===== src/rtl/transpose_pingpong_buffer.sv =====
// Ping-pong N x N transposer: rows are written into one bank while
// columns are read from the other, giving one beat per cycle sustained.
module transpose_pingpong_buffer #(
  parameter int DATA_WIDTH     = 16,
  parameter int SYSTOLIC_WIDTH = 4
) (
  input  logic                                 clk,
  input  logic                                 rst_sync,
  input  logic                                 in_valid,
  output logic                                 in_ready,
  input  logic [SYSTOLIC_WIDTH*DATA_WIDTH-1:0] in_data,
  input  logic                                 in_rev,
  input  logic                                 flush,
  output logic                                 out_valid,
  input  logic                                 out_ready,
  output logic [SYSTOLIC_WIDTH*DATA_WIDTH-1:0] out_data,
  output logic                                 out_last,
  output logic [1:0]                           level
);

  localparam int N  = SYSTOLIC_WIDTH;
  localparam int W  = DATA_WIDTH;
  localparam int CW = $clog2(N);
  localparam logic [CW-1:0] LAST = CW'(N - 1);

  logic [N*W-1:0] mem [2][N];
  logic [1:0]     full;
  logic [1:0]     rev;
  logic           wr_bank;
  logic           rd_bank;
  logic [CW-1:0]  row_cnt;
  logic [CW-1:0]  col_cnt;
  logic [CW-1:0]  rd_col;
  logic [N*W-1:0] col_data;
  logic [N*W-1:0] hold;
  logic           in_fire;
  logic           out_fire;

  assign in_ready  = !full[wr_bank];
  assign out_valid = full[rd_bank];
  assign in_fire   = in_valid && in_ready && !flush;
  assign out_fire  = out_valid && out_ready;
  assign out_last  = out_valid && (col_cnt == LAST);
  assign level     = {1'b0, full[0]} + {1'b0, full[1]};
  assign rd_col    = rev[rd_bank] ? LAST - col_cnt : col_cnt;

  always_comb begin
    col_data = '0;
    for (int r = 0; r < N; r++) begin
      col_data[r*W +: W] = mem[rd_bank][r][int'(rd_col)*W +: W];
    end
  end

  // Hold the last emitted column while no bank is ready to drain
  assign out_data = out_valid ? col_data : hold;

  always_ff @(posedge clk) begin
    if (rst_sync) begin
      for (int b = 0; b < 2; b++) begin
        for (int r = 0; r < N; r++) begin
          mem[b][r] <= '0;
        end
      end
      full    <= '0;
      rev     <= '0;
      wr_bank <= 1'b0;
      rd_bank <= 1'b0;
      row_cnt <= '0;
      col_cnt <= '0;
      hold    <= '0;
    end else begin
      if (flush) begin
        row_cnt <= '0;
      end else if (in_fire) begin
        mem[wr_bank][row_cnt] <= in_data;
        if (row_cnt == '0) begin
          rev[wr_bank] <= in_rev;
        end
        if (row_cnt == LAST) begin
          row_cnt       <= '0;
          full[wr_bank] <= 1'b1;
          wr_bank       <= !wr_bank;
        end else begin
          row_cnt <= row_cnt + 1'b1;
        end
      end
      if (out_fire) begin
        hold <= col_data;
        if (col_cnt == LAST) begin
          col_cnt       <= '0;
          full[rd_bank] <= 1'b0;
          rd_bank       <= !rd_bank;
        end else begin
          col_cnt <= col_cnt + 1'b1;
        end
      end
    end
  end

endmodule


===== config.mk =====
export PLATFORM = sky130hd
export DESIGN_NAME = transpose_pingpong_buffer
export DESIGN_NICKNAME = d
export VERILOG_FILES = /design/src/rtl/transpose_pingpong_buffer.sv
export SDC_FILE = /design/constraint.sdc
export NUM_CORES = 1
export LEC_CHECK = 0
export CELL_PAD_IN_SITES_DETAIL_PLACEMENT = 1
export CELL_PAD_IN_SITES_GLOBAL_PLACEMENT = 1
export CORE_AREA = 4 4 255 257
export CTS_CLUSTER_SIZE = 24
export DETAILED_ROUTE_END_ITERATION = 12
export DIE_AREA = 0 0 259 261
export GPL_TIMING_DRIVEN = 1
export HOLD_SLACK_MARGIN = 0.02
export PLACE_DENSITY_LB_ADDON = 0.1
export REMOVE_ABC_BUFFERS = 1
export SYNTH_ARGS = -nofsm -noshare
export SYNTH_HDL_FRONTEND = slang
export SYNTH_SLANG_ARGS = --single-unit

===== constraint.sdc =====
create_clock -name clk -period 5.3 [get_ports clk]
set_input_delay 0.795 -clock clk [delete_from_list [all_inputs] [get_ports clk]]
set_output_delay 0.795 -clock clk [all_outputs]
set_load 0.05 [all_outputs]

* After elaboration in Yosys (flattened, before gate mapping)
Memory sizes are Yosys's and may differ from the RTL's. A register that Yosys moved wholly into a read port is not among the register bits.
Cells that the tools add are included.
** Word-level totals
- Register bits after elaboration :: 74
- Memory bits (writable) :: 512
- Input port bits :: 70
- Output and inout bits :: 69
- Memories :: 1
** Memory list
- mem :: depth 2, bits a word 256, rd ports 1, clocked after Yosys merged registers in 1, write ports 2, RTL line 26 : logic [N*W-1:0] mem [2][N];
** Cells by class
- Add/sub/neg operators :: 4
- $lt $le $gt $ge :: 6
- Eq/ne operators :: 2
- Shift-type cells :: 4
- Muxes and demuxes :: 34
- Bitwise operators :: 5
- Reductions and logical operators :: 17
** Operators by type and width (count)
- 256-bit two-way mux :: 3
- 256-bit OR reduction :: 1
- 64-bit by 7-bit indexed part select with 16-bit output :: 4
- 64-bit demux with 2-bit select :: 1
- 64-bit two-way mux :: 2
- 2-bit two-way mux :: 9
- 1-bit two-way mux :: 16
- 1-bit logical AND :: 7
- 3-bit AND reduction :: 2
- 2-bit by 1-bit adder with 2-bit output, second input constant :: 2
- 2-bit == test, second input constant :: 2
- 1-bit logical NOT :: 4
- 1-bit by 2-bit less-than comparator with 1-bit output, second input constant :: 2
- 3-bit greater-or-equal comparator, second input constant :: 1
- 3-bit by 1-bit less-than comparator with 1-bit output, second input constant :: 1
- 2-bit NOT with 3-bit output :: 1
- 1-bit by 1-bit adder with 2-bit output :: 1
- 2-bit AND :: 1
- 2-bit bitwise mux :: 1
- 1-bit demux with 1-bit select :: 2
- 1-bit greater-or-equal comparator, second input constant :: 2
- 2-bit logical NOT :: 1
- 2-bit NOT :: 1
- 2-bit bitwise OR :: 1
- 4 further kinds :: 4

* Depth between registers and ports, before layout
- Word-level depth :: 12
- Gate-level depth with buffers :: 8
- Depth with buffers taken out :: 5

* Worst setup path after synthesis
No wires, ideal clock.
- Kind :: flip-flop to flip-flop
- From :: register wr_bank
- To :: memory mem[1][192] in the netlist's numbering, enable pin
- Library setup time :: 432 ps
- Arrival :: 3226 ps
- Data required time :: 4868 ps
- Slack :: 1641 ps
- Stages on the path, launching flop included :: 7
- Buffers on the path :: 2
- Cell sequence :: dfxtp_1 buf_2 mux2i_2 and3b_1 clkbuf_1 nand3_1 nand2b_1
** RTL lines
- start, declared :: RTL line 29 : logic wr_bank;
- start signal, assigned :: RTL line 82 : wr_bank <= !wr_bank;
- end, declared :: RTL line 26

* Worst setup path after layout
- From :: register rd_bank
- To :: output out_data[9]
** On the way
- Longest elaborated chain between the ends :: 5
- Elaborated cells between the ends (all ways) :: 7
- Classes of those cells :: shift: 1; mux: 6
** Ends and longest elaborated chain
- start, declared :: RTL line 30 : logic rd_bank;
- start signal, assigned :: RTL line 92 : rd_bank <= !rd_bank;
- 1-bit two-way mux (not written as such) (2 in series) :: RTL line 45 : assign rd_col = rev[rd_bank] ? LAST - col_cnt : col_cnt;
- 2-bit two-way mux :: RTL line 45
- 64-bit by 7-bit indexed part select with 16-bit output :: RTL line 50 : col_data[r*W +: W] = mem[rd_bank][r][int'(rd_col)*W +: W];
- 64-bit two-way mux (*) :: RTL line 55 : assign out_data = out_valid ? col_data : hold;
- end, declared :: RTL line 16 : output logic [SYSTOLIC_WIDTH*DATA_WIDTH-1:0] out_data,
Mark *: on every way between the ends. The rest lies on a longest branch, timed or not. The select of a mux whose other input is x is not followed.

==> results.toml <==
[worst_hold_path]
whs_endpoint = "hold[17]"
worstHoldStart = "hold[17]"
min_path_type = "flop to flop"
worstHoldPathCells = 2

[timing]
hold_viol = 0
setup_viol = 0
fin_crit_ns = 5.03
worstMarginPinSlew_ns = 1.34
rsz0062_at_grt = "false"
period_share_pct = 95.0
fin_ws_ns = 0.267
drv_slew = 0
max-slew-margin-rel_pct = 10.6
fin_tns_setup_ns = 0
finClkSkew_ns = 0.0315
fmax_mhz = 199

[clocking]
cts-buffers-inserted = 66
cts_tree = "done"
insertion_delay_ns = 0.60
clock_tree.buffer_depth = 3
cts_root_buf = "clkbuf_16"
post-cts-setup-buffers = 0
post_cts_resized = 0
clkTransAtPathRegs_ns = 0.06
htreeDepth = 3
clock_sinks = 587
hold_buffers = 0

[global_route]
grt_usage_pct = 21.9
busiest_layer = "met2"
grt_pass1_wl_mm = 110
grt_max_degree = 73
grt_util_met1_pct = 30.5
use_met2_pct = 36.8
first_global_vias = 16486
antenna_found_initial = 1
use_met3_pct = 3.22
grt_overflow = 0

[logic_synthesis]
ys_seq_area_share_pct = 67.8
synth_seq_cells = 587
synthCells = 1742
synthArstFlopShare_pct = 0
synthFlopType = "edfxtp_1"
synth_cell_types = 37
syn-mean-instance-area_um2 = 14.3
netlist_area_um2 = 24900
synth-edff-count = 512
ys_warn_count = 0

[floorplanning]
start_util_pct = 39.7
die_area_um2 = 67600
coreArea_um2 = 62700
io_pins = 139
fp.dieW_um = 259
rows = 92
die_h_um = 261

[routing]
drt_iter0_drc = 1216
drc = 0
ant_nets = 0
routed-via-count = 15288
wl_per_cell_um = 26.7
vias_per_cell = 5.54
wirelength_mm = 73.7
dr.pass1.iters = 5

[power]
power_density_nw_per_um2 = 358
power_w = 0.0105
p_leak_nw = 10.2
ir_drop_mv = 0.243

[placed_design]
dp.final_hpwl_mm = 43.1
preCtsSetupSlack_ns = 0.926
gp_congestion = 0.759
port_buffers = 138
dp_cells = 2639

[layout]
final_nets = 1937
drive_gt1_share_pct = 15.3
syn_to_final_growth_pct = 18.5
stdcell_count = 2759
fin_util_pct = 47.0

[critical_path]
r2r_slack_ns = 1.08
reg2reg_depth = 7
critPathKind = "flop to output pin"
r2r-start = "rd_bank"
crit_required_ns = 4.51
cp_max_fo = 26
reg2reg_to = "hold[29]"
arrival_ns = 4.24
end_kind = "output pin"
start_kind = "flop"

[run]
drv_cap = 0

[outcome]
outcome = "complete, no violations"
-- cell usage after synthesis (2+ instances only) --
master | number | share of area [%]
nor3_1 | 69 | 1.4
inv_1 | 2 | 0.030
mux4_2 | 128 | 12
ha_1 | 6 | 0.30
buf_2 | 31 | 0.62
buf_6 | 15 | 0.68
edfxtp_1 | 512 | 62
o22ai_1 | 128 | 3.2
a21o_1 | 2 | 0.060
mux2i_1 | 2 | 0.080
and2_1 | 130 | 3.3
a21oi_1 | 6 | 0.12
a31o_2 | 3 | 0.11
nand2_1 | 15 | 0.23
nand3_1 | 2 | 0.040
clkbuf_1 | 70 | 1.1
dfxtp_1 | 75 | 6.0
buf_1 | 2 | 0.030
nand2b_1 | 67 | 1.7
nand2_2 | 2 | 0.050
clkbuf_2 | 6 | 0.12
xor2_1 | 2 | 0.070
nor2_1 | 453 | 6.8
-- worst max-delay path, stage by stage, from the launching register on --
cell and delay [ns]:
dfxtp_1 0.39, mux2i_4 0.26, xnor2_4 0.85, buf_4 0.53, mux4_2 0.40, o22ai_1 0.39
nor2_1 0.08, clkdlybuf4s50_1 0.72
-- final cells by class --
type                            instances  area [um2]
Multi-Input combinational cell       1029        7480
Antenna cell                            1        2.50
Clock inverter                         36         434
Clock buffer                           83        1840
Timing Repair Buffer                  175        1770
Tap cell                              846        1060
Fill cell                            6143       33300
Inverter                                2        7.51
Sequential cell                       587       16900
-- cell usage in the layout, fill, tap and decap left out, types with 3 or more instances in the layout --
cell             count
and2_1             129
nor2_1             453
a21oi_1              6
nand2_2              8
nand2_1              9
clkinv_1            10
dfxtp_1             73
clkbuf_16           71
clkbuf_1            10
clkinvlp_4           5
ha_1                 6
mux4_2             128
bufinv_16           10
clkinv_2            10
clkdlybuf4s50_1    137
buf_12               9
a31o_4               3
buf_4               29
edfxtp_1           512
nor3_1              69
o22ai_1            128
nand2b_1            64
nand2b_4             3
-- power by group --
| group | total (W) | internal, W | switching (W) |
|---|---|---|---|
| Sequential | 0.00524 | 0.00519 | 0.0000496 |
| Clock | 0.00483 | 0.00295 | 0.00188 |
| Combinational | 0.000476 | 0.000172 | 0.000304 |
-- cells by family after synthesis --
family / count (synthesis) / share of synthesized area (%)
buffers and inverters: 126 / 2.54
AOI/OAI and AO/OA: 141 / 3.57
muxes: 133 / 11.9
adders and majority gates: 6 / 0.302
DFF: 587 / 67.8
xor gates and xnor gates: 4 / 0.171
and+or+nand+nor: 745 / 13.7
-- worst max-delay path by stage --
stage                 start          end  slack [ns]  cells after the start
CTS                 rd_bank  out_data[9]        0.27                      7
detailed placement  rd_bank  out_data[9]        0.93                      7
global route        rd_bank  out_data[9]        0.16                      7
floorplan              flop  out_data[0]       -2.24                      3
global placement    rd_bank  out_data[9]        0.94                      7
finish              rd_bank  out_data[9]        0.27                      7
-- registers in the layout, indices dropped and copies added, names as in the netlist, named ones only --
register,count
full,2
row_cnt,2
wr_bank,1
mem,512
col_cnt,2
hold,64
rd_bank,1
rev,2
-- per-layer routing --
layer	vias to the layer above	part of all wire [%]
li1	6718	-
met1	8085	45
met2	402	49
met3	83	4.7
met4	0	1.6
met5	-	0
-- metrics by stage --
stage | instance area [um2] | hold WS [ns]
floorplan | 24300 | 0.462
global placement | 27200 | 0.480
detailed placement | 27200 | 0.489
CTS | 29500 | 0.498
global route | 29500 | 0.517
finish | 29500 | 0.496
No activity file was read; power rests on OpenSTA's default activity.
